**config.mk**
```make
export PLATFORM = sky130hd
export DESIGN_NAME = lfsr_prng_stream
export DESIGN_NICKNAME = d
export VERILOG_FILES = /design/src/rtl/lfsr_pkg.sv /design/src/rtl/lfsr_multistep.sv /design/src/rtl/lfsr_prng_stream.sv
export SDC_FILE = /design/constraint.sdc
export NUM_CORES = 1
export LEC_CHECK = 0
export ABC_AREA = 1
export BUFFER_PORTS_ARGS = -buffer_cell sky130_fd_sc_hd__buf_4
export CORE_AREA = 2 2 62 64
export DETAILED_ROUTE_END_ITERATION = 7
export DIE_AREA = 0 0 64 66
export GPL_TIMING_DRIVEN = 0
export PLACE_DENSITY = 0.82
export SYNTH_ARGS = -nofsm -noshare
export SYNTH_HDL_FRONTEND = slang
export SYNTH_HIERARCHICAL = 1
export SYNTH_SLANG_ARGS = --single-unit
```
**constraint.sdc**
```tcl
create_clock -name clk -period 3.35 [get_ports clk]
set_clock_uncertainty 0.1 [all_clocks]
set_input_delay 0.67 -clock clk [delete_from_list [all_inputs] [get_ports clk]]
set_output_delay 0.67 -clock clk [all_outputs]
set_load 0.01 [all_outputs]
```
**src/rtl/lfsr_pkg.sv**
```systemverilog
// ---------------------------------------------------------------------------
// lfsr_pkg
// Shared definitions for the LFSR random-word generators:
//   - lfsr_taps      : Fibonacci feedback tap mask for each supported length
//   - lfsr_len_legal : true for the supported register lengths
//   - perm_index     : source bit of output bit k under a stride permutation
//   - gcd_u          : greatest common divisor, used for parameter checks
// ---------------------------------------------------------------------------
package lfsr_pkg;

    localparam int unsigned LFSR_MAX_LEN = 32;

    // Supported register lengths; each has a maximal-length tap set below.
    function automatic logic lfsr_len_legal(input int unsigned len);
        case (len)
            8, 16, 24, 32: return 1'b1;
            default:       return 1'b0;
        endcase
    endfunction

    // Tap masks as 0-indexed bit positions. The polynomials are usually
    // quoted 1-indexed: 8 (8,6,5,4), 16 (16,15,13,4), 24 (24,23,22,17),
    // 32 (32,22,2,1).
    function automatic logic [LFSR_MAX_LEN-1:0] lfsr_taps(input int unsigned len);
        case (len)
            8:       return 32'h0000_00B8;  // bits 7,5,4,3
            16:      return 32'h0000_D008;  // bits 15,14,12,3
            24:      return 32'h00E1_0000;  // bits 23,22,21,16
            32:      return 32'h8020_0003;  // bits 31,21,1,0
            default: return 32'h0000_0000;
        endcase
    endfunction

    // Output bit k is taken from state bit (k*stride) mod len.
    function automatic int unsigned perm_index(input int unsigned k,
                                               input int unsigned stride,
                                               input int unsigned len);
        return (k * stride) % len;
    endfunction

    function automatic int unsigned gcd_u(input int unsigned a, input int unsigned b);
        int unsigned x;
        int unsigned y;
        int unsigned t;
        x = a;
        y = b;
        while (y != 0) begin
            t = x % y;
            x = y;
            y = t;
        end
        return x;
    endfunction

endpackage

```
**src/rtl/lfsr_multistep.sv**
```systemverilog
// ---------------------------------------------------------------------------
// lfsr_multistep
// Purely combinational: applies STEPS single-bit Fibonacci LFSR shifts.
// Each shift is next = {s[REG_LEN-2:0], ^(s & tap_mask)}.
// Ports:
//   state_in  [REG_LEN] : current register state
//   tap_mask  [REG_LEN] : feedback tap mask
//   state_out [REG_LEN] : state after STEPS shifts
// ---------------------------------------------------------------------------
module lfsr_multistep #(
    parameter int unsigned REG_LEN = 16,
    parameter int unsigned STEPS   = 1
) (
    input  logic [REG_LEN-1:0] state_in,
    input  logic [REG_LEN-1:0] tap_mask,
    output logic [REG_LEN-1:0] state_out
);

    // One stage per shift; each stage owns its signals so the chain has no
    // self-referencing vector.
    for (genvar gi = 0; gi < STEPS; gi++) begin : g_step
        logic [REG_LEN-1:0] cur;
        logic [REG_LEN-1:0] nxt;
        if (gi == 0) begin : g_first
            assign cur = state_in;
        end else begin : g_rest
            assign cur = g_step[gi-1].nxt;
        end
        assign nxt = {cur[REG_LEN-2:0], ^(cur & tap_mask)};
    end

    assign state_out = g_step[STEPS-1].nxt;

endmodule

```
**src/rtl/lfsr_prng_stream.sv**
```systemverilog
// ---------------------------------------------------------------------------
// lfsr_prng_stream
// Fibonacci LFSR random-word source with a one-entry valid/ready buffer.
// Each update advances the register STEPS positions; the output word is a
// stride permutation of the new state. Supports runtime seeding, and a zero
// seed is replaced by 1 with a one-cycle lockup_err pulse.
// Ports:
//   clk        : clock, rising edge
//   reset      : asynchronous active-low reset
//   seed_load  : load seed_in this cycle (discards any buffered word)
//   seed_in    : new seed, REG_LEN bits
//   out_ready  : consumer accepts out_data
//   out_valid  : out_data holds a fresh word
//   out_data   : random word, OUT_W bits
//   lockup_err : one-cycle pulse after a zero seed was replaced
// ---------------------------------------------------------------------------
module lfsr_prng_stream
    import lfsr_pkg::*;
#(
    parameter int unsigned REG_LEN = 16,
    parameter int unsigned STEPS   = 1,
    parameter int unsigned OUT_W   = 16,
    parameter int unsigned STRIDE  = 1,
    parameter logic [31:0] SEED    = 32'd1
) (
    input  logic               clk,
    input  logic               reset,
    input  logic               seed_load,
    input  logic [REG_LEN-1:0] seed_in,
    input  logic               out_ready,
    output logic               out_valid,
    output logic [OUT_W-1:0]   out_data,
    output logic               lockup_err
);

    localparam logic [LFSR_MAX_LEN-1:0] TAP_MASK_FULL = lfsr_taps(REG_LEN);
    localparam logic [REG_LEN-1:0]      TAP_MASK      = TAP_MASK_FULL[REG_LEN-1:0];
    localparam logic [REG_LEN-1:0]      SEED_INIT     = SEED[REG_LEN-1:0];
    localparam logic [REG_LEN-1:0]      ONE_STATE     = {{(REG_LEN-1){1'b0}}, 1'b1};
    localparam bit                      LEN_OK        = lfsr_len_legal(REG_LEN);

    // Parameter sanity checks at elaboration.
    if (!LEN_OK) begin : g_bad_len
        $error("lfsr_prng_stream: REG_LEN must be 8, 16, 24 or 32");
    end
    if (STEPS < 1 || STEPS > REG_LEN) begin : g_bad_steps
        $error("lfsr_prng_stream: STEPS must be in 1..REG_LEN");
    end
    if (OUT_W < 1 || OUT_W > REG_LEN) begin : g_bad_out_w
        $error("lfsr_prng_stream: OUT_W must be in 1..REG_LEN");
    end
    if ((STRIDE % 2) == 0 || gcd_u(STRIDE, REG_LEN) != 1) begin : g_bad_stride
        $error("lfsr_prng_stream: STRIDE must be odd and coprime with REG_LEN");
    end
    if (SEED_INIT == '0) begin : g_bad_seed
        $error("lfsr_prng_stream: SEED must be nonzero");
    end

    logic [REG_LEN-1:0] state_q;
    logic [REG_LEN-1:0] state_d;
    logic               out_valid_q;
    logic               out_valid_d;
    logic [OUT_W-1:0]   out_data_q;
    logic [OUT_W-1:0]   out_data_d;
    logic               lockup_err_q;
    logic               lockup_err_d;

    logic [REG_LEN-1:0] step_state;
    logic [OUT_W-1:0]   perm_word;
    logic               adv;

    lfsr_multistep #(
        .REG_LEN (REG_LEN),
        .STEPS   (STEPS)
    ) u_multistep (
        .state_in  (state_q),
        .tap_mask  (TAP_MASK),
        .state_out (step_state)
    );

    // Pure wiring: each output bit picks a fixed bit of the advanced state.
    for (genvar gi = 0; gi < OUT_W; gi++) begin : g_perm
        localparam int unsigned SRC = perm_index(gi, STRIDE, REG_LEN);
        assign perm_word[gi] = step_state[SRC];
    end

    // The buffer refills when empty or when its word is being taken.
    assign adv = !seed_load && (!out_valid_q || out_ready);

    always_comb begin
        state_d      = state_q;
        out_valid_d  = out_valid_q;
        out_data_d   = out_data_q;
        lockup_err_d = 1'b0;
        if (seed_load) begin
            // A reload invalidates the buffered word so no word from the old
            // sequence escapes after the reseed.
            out_valid_d = 1'b0;
            if (seed_in == '0) begin
                state_d      = ONE_STATE;
                lockup_err_d = 1'b1;
            end else begin
                state_d = seed_in;
            end
        end else if (adv) begin
            state_d     = step_state;
            out_data_d  = perm_word;
            out_valid_d = 1'b1;
        end
    end

    always_ff @(posedge clk or negedge reset) begin
        if (!reset) begin
            state_q      <= SEED_INIT;
            out_valid_q  <= 1'b0;
            out_data_q   <= '0;
            lockup_err_q <= 1'b0;
        end else begin
            state_q      <= state_d;
            out_valid_q  <= out_valid_d;
            out_data_q   <= out_data_d;
            lockup_err_q <= lockup_err_d;
        end
    end

    assign out_valid  = out_valid_q;
    assign out_data   = out_data_q;
    assign lockup_err = lockup_err_q;

endmodule
```
==> qor.yml, run 1 <==
setup_tns_ns: 0
synth_most_common_cell: "nand2_1"
via_per_inst: 4.69
ys_top_cells_by_count: "nand2_1, dfrtp_1, buf_4, nand3_1"
ys_ff_latch: 34
grt_pass1_wl_um: 7640
hp-class: "input port to asynchronous set/reset pin"
slowest_delay_ns: 0.41
p_per_area_nw_per_um2: 425
cp_cell_sequence: "buf_4"
status: "finished, final reports clean"
post_cts_buffers: 0
fin_area_sq_um: 2460
worst-setup-path-type: "flip-flop to primary output"
start_kind: "flip-flop"
cts_tree: "done"
nNetsFinal: 375
synth_flop_cell: "dfrtp_1"
fin_crit_sh_pct: 49.6
diodes: 0
num_rows: 22
drt-total-wl_um: 4440
grt_max_degree: 35
cts_buffers: 5
critPathTopFamily: "flip-flops"
drt.antenna.violating_nets: 0
synth_area_leaders: "dfrtp_1, nand2_1, buf_4"
portBuffers: 36
synthArstFlopShare_pct: 100
placed_cells: 396
maxSlewViolCount: 0
synth_top_area_cell: "dfrtp_1"
syn_inst: 298
grt_remaining_overflow: 0
ys_warn_count: 6
antenna_found_initial: 0
cts.repair.resized: 0
worstPathMaxFanout: 2
drt_first_pass_iters: 4
report.final.setup_viol: 0
htreeDepth: 2
crit_buf_inv: 1
io_pins: 38
rsz0062_at_grt: "no"
whs_ns: 0.158
insertion_delay_ns: 0.34
p_leak_nw: 1.49
clkTransAtPathRegs_ns: 0.11
ys_types: 16
dieArea_sq_um: 4220
track_usage_pct: 23.7
cp-end-kind: "primary output"
synth-seq-area-share_pct: 42.1
synth_enable_flop_cells: 0
synth_area_per_cell_sq_um: 6.79
instances_no_fill: 404
vias: 1895
yosysTopAreaCellShare_pct: 40.8
core_area_sq_um: 3550
cp_slowest_cell: "dfrtp_1"
place_hpwl_um: 3300
initial_core_util_pct: 56.9
die_w_um: 64
synth_area_sq_um: 2020
dpl-instance-area_sq_um: 2400
drc: 0
drt_iter0_markers: 90
grt_pass1_vias: 1776
wl_per_cell_um: 11.0
cts.sink_count: 34
ctsHoldBuffers: 0
gp_congestion: 0.827
worstPathArrival_ns: 0.89
fp.dieH_um: 66
vdd_drop_max_mv: 0.267
clockRootBuffer: "clkbuf_4"
area_growth_pct: 21.9
worstPathRequired_ns: 2.58
drive_gt1_share_pct: 27.8
period_needed_ns: 1.66
fmax_ghz: 0.602
ctsLongestPathBuffers: 2
finalHoldViolations: 0
max-cap-violations: 0
==> layer usage <==
layer / GRT usage [%] / wire (um) / vias to the layer above
met5: 0 / 0 / -
met4: 6.52 / 42 / 0
met3: 6.13 / 285 / 6
met2: 42.7 / 2150 / 57
met1: 27.7 / 1960 / 842
li1: - / - / 990
==> metrics by stage <==
| stage | power [W] | setup WS, ns | utilization, % |
|---|---|---|---|
| CTS | 0.00105 | 1.68 | 69.4 |
| global placement | 0.000801 | 1.66 | 67.7 |
| floorplan | 0.000703 | 1.88 | - |
| detailed placement | 0.000809 | 1.62 | 67.7 |
| finish | 0.00105 | 1.69 | 69.4 |
| global route | 0.00112 | 1.65 | 69.4 |
==> state kept, by name, indices dropped and copies added (netlist names) <==
| signal | cells |
|---|---|
| out_data | 16 |
| state_q | 16 |
| lockup_err | 1 |
| out_valid | 1 |
==> worst paths after layout <==
path                                    from      endpoint  slack (ns)  depth (start not counted)
worst min-delay path                   reset   out_data[5]        0.16                          1
max in group asynchronous              reset    state_q[0]        2.65                          1
min in group clk                 out_data[2]   out_data[2]        0.42                          2
worst min register to register   out_data[2]   out_data[2]        0.42                          2
worst max-delay path            out_data[14]  out_data[14]        1.69                          1
worst max register to register   state_q[14]    state_q[0]        1.84                         14
==> final cells by class <==
type	instances	area [sq um]
multi-input cells	235	980
clock buffers	7	55.1
clock inverters	1	5.00
repair buffers	36	270
fillers	309	1090
well taps	48	60.1
flip-flops and latches	34	852
inverters	20	75.1
plain buffers	23	168
==> cells in the final DEF, fill, tap and decap left out <==
| cell type | netlist | final |
|---|---|---|
| buf_4 | 17 | 53 |
| nand2_2 | 16 | 16 |
| nor2_1 | 11 | 11 |
| nor3_1 | 1 | 1 |
| dfstp_2 | 1 | 1 |
| buf_6 | 2 | 2 |
| clkbuf_1 | 2 | 3 |
| clkbuf_4 | 0 | 5 |
| o21ai_0 | 16 | 16 |
| inv_2 | 16 | 16 |
| dfrtp_1 | 33 | 33 |
| inv_1 | 4 | 4 |
| nor2_4 | 2 | 2 |
| buf_2 | 2 | 2 |
| clkinv_2 | 0 | 1 |
| nand3_1 | 17 | 17 |
| clkbuf_8 | 0 | 1 |
| nand2_1 | 156 | 156 |
| conb_1 | 2 | 16 |
==> where the power goes <==
group          internal (W)  leakage (nW)  switching, W
sequential         0.000464         0.418     0.0000365
combinational      0.000142          1.03      0.000167
clock              0.000102        0.0353      0.000137
==> kinds of logic after synthesis <==
family	synth area share, %
other cells	0.371
compound gates	3.96
buf+inv	12.0
simple gates	41.5
flops	42.1
(Power assumes the default switching activity.)
==> run 2, diff against run 1 <==
--- a/config.mk
+++ b/config.mk
@@ -7,11 +7,11 @@
 export LEC_CHECK = 0
 export ABC_AREA = 1
 export BUFFER_PORTS_ARGS = -buffer_cell sky130_fd_sc_hd__buf_4
-export CORE_AREA = 2 2 62 64
+export CORE_AREA = 2 2 67 69
 export DETAILED_ROUTE_END_ITERATION = 7
-export DIE_AREA = 0 0 64 66
+export DIE_AREA = 0 0 69 71
 export GPL_TIMING_DRIVEN = 0
-export PLACE_DENSITY = 0.82
+export PLACE_DENSITY = 0.74
 export SYNTH_ARGS = -nofsm -noshare
 export SYNTH_HDL_FRONTEND = slang
 export SYNTH_HIERARCHICAL = 1
==> constraint.sdc (replaced) <==
create_clock -name clk -period 1.4 [get_ports clk]
set_clock_uncertainty 0.1 [all_clocks]
set_input_delay 0.28 -clock clk [delete_from_list [all_inputs] [get_ports clk]]
set_output_delay 0.28 -clock clk [all_outputs]
set_load 0.01 [all_outputs]
==> qor.yml, run 2 (synthesis results as in run 1) <==
fmax_ghz: 0.712
grt_pass1_wl_um: 7420
p_int_w: 0.00187
die_w_um: 69
cts_tree: "done"
fillers: 411
place_hpwl_um: 3260
cp_slowest_cell: "dfrtp_1"
seqPwrFrac_pct: 44.0
vdd_drop_max_mv: 0.557
reg2reg_setup_slack_ns: -0.005
via_per_inst: 4.50
diodes: 0
nNetsFinal: 380
hp-class: "input port to flip-flop"
slowest_delay_ns: 0.39
grt_max_degree: 35
final_common_cell: "nand2_1"
dieArea_sq_um: 4900
ff2ff_path_depth: 14
violations: "setup timing"
cp_cell_sequence: "nand2_2 > inv_2 > nand2_2 > nand2_2 > nand2_1 > nand2_1 > nand2_1 > nand2_1 > nand2_1 > nand2_2 > nand3_2 > nand2_1 > nor2_1 > nand2_1"
min_path_cells: 3
maxSlewViolCount: 0
setup_slack_ns: -0.00481
drt_first_pass_iters: 5
clockRootBuffer: "clkbuf_8"
period_needed_ns: 1.40
fin_area_sq_um: 2570
crit_buf_inv: 1
cp-end-kind: "flip-flop"
swShare_pct: 31.0
initial_core_util_pct: 48.1
rsz0062_at_grt: "yes"
status: "complete, but fails checks"
critPathTopFamily: "simple AND/OR/NAND/NOR gates"
io_pins: 38
area_growth_pct: 26.9
p_leak_nw: 1.52
max-cap-violations: 0
worst-setup-path-type: "flip-flop to flip-flop"
track_usage_pct: 19.0
grt_remaining_overflow: 0
cts.sink_count: 34
dpl-instance-area_sq_um: 2410
vias: 1859
drt.antenna.violating_nets: 0
final_core_util_pct: 61.0
drt-total-wl_um: 4320
regToRegEndpoint: "state_q[0]"
p_per_area_nw_per_um2: 1060
drc: 0
worstPathRequired_ns: 1.51
drive_gt1_share_pct: 31.0
hold_path.startpoint: "seed_in[11]"
gp_congestion: 0.782
start_kind: "flip-flop"
drt_iter0_markers: 94
cts_buffers: 5
portBuffers: 36
clkTransAtPathRegs_ns: 0.07
finalHoldViolations: 0
worstPathMaxFanout: 3
fp.dieH_um: 71
r2r-start: "state_q[15]"
switchingPower_w: 0.000841
ctsLongestPathBuffers: 2
min_to: "state_q[11]"
core_area_sq_um: 4200
whs_ns: 0.117
pwr-share-comb_pct: 28.5
path_common_cell: "nand2_1"
wl_per_cell_um: 10.4
num_rows: 24
clkPwrFrac_pct: 27.5
antenna_found_initial: 0
fin_crit_sh_pct: 100
worstPathArrival_ns: 1.52
report.final.setup_viol: 1
htreeDepth: 2
grt_pass1_vias: 1710
most-common-layout-cells: "nand2_1, buf_4, dfrtp_1"
insertion_delay_ns: 0.28
run 2: layer usage:
layer,track usage (%),part of all wire (%)
met1,23.6,45
met2,32.9,49
met3,3.13,3.8
met4,7.84,1.7
met5,0,0
run 2: cell type report:
cell class                      instances  area, sq um  area share, %
Buffer                                 23          168           6.53
Clock buffer                            7         86.3           3.36
Clock inverter                          1         5.00          0.195
Inverter                               20         75.1           2.93
Multi-Input combinational cell        235         1000           39.2
Sequential cell                        34          852           33.2
Tap cell                               52         65.1           2.54
Timing Repair Buffer                   41          310           12.1
run 2: timing repair:
action                     4_1_cts  5_1_grt
pin swaps                        3        8
gates resized for setup          1        8
hold endpoints to repair        33        0
setup endpoints to repair        1        3
hold buffers                     1        0
setup buffers                    3        1
run 2: worst max path at each step:
stage	from	endpoint	slack (ns)	cells after the start
finish	state_q[15]	state_q[0]	-0.005	14
global route	state_q[3]	state_q[0]	-0.16	14
CTS	state_q[3]	state_q[0]	-0.04	14
detailed placement	state_q[3]	state_q[0]	-0.08	14
global placement	state_q[3]	state_q[0]	-0.03	14
floorplan	state_q[14]	state_q[0]	0.08	14
run 2: worst min-delay path: stages:
cell	delay, ns
buf_4	0.08
nand2_1	0.04
nand3_1	0.06
run 2: through the flow:
step	instances	TNS, ns	worst slack, ns	power, W
finish	413	-0.00481	-0.00481	0.00271
global route	413	-0.211	-0.159	0.00289
detailed placement	400	-0.0759	-0.0759	0.00194
floorplan	312	0	0.0818	0.00168
global placement	400	-0.0286	-0.0286	0.00192
CTS	412	-0.0394	-0.0394	0.00270
run 2: power by group through the flow:
stage	Clock, W	Sequential [W]	Combinational, W
2_1_floorplan	0	0.00124	0.000446
3_3_place_gp	0	0.00121	0.000709
3_5_place_dp	0	0.00122	0.000720
4_1_cts	0.000762	0.00120	0.000744
5_1_grt	0.000798	0.00121	0.000877
6_report	0.000746	0.00119	0.000772
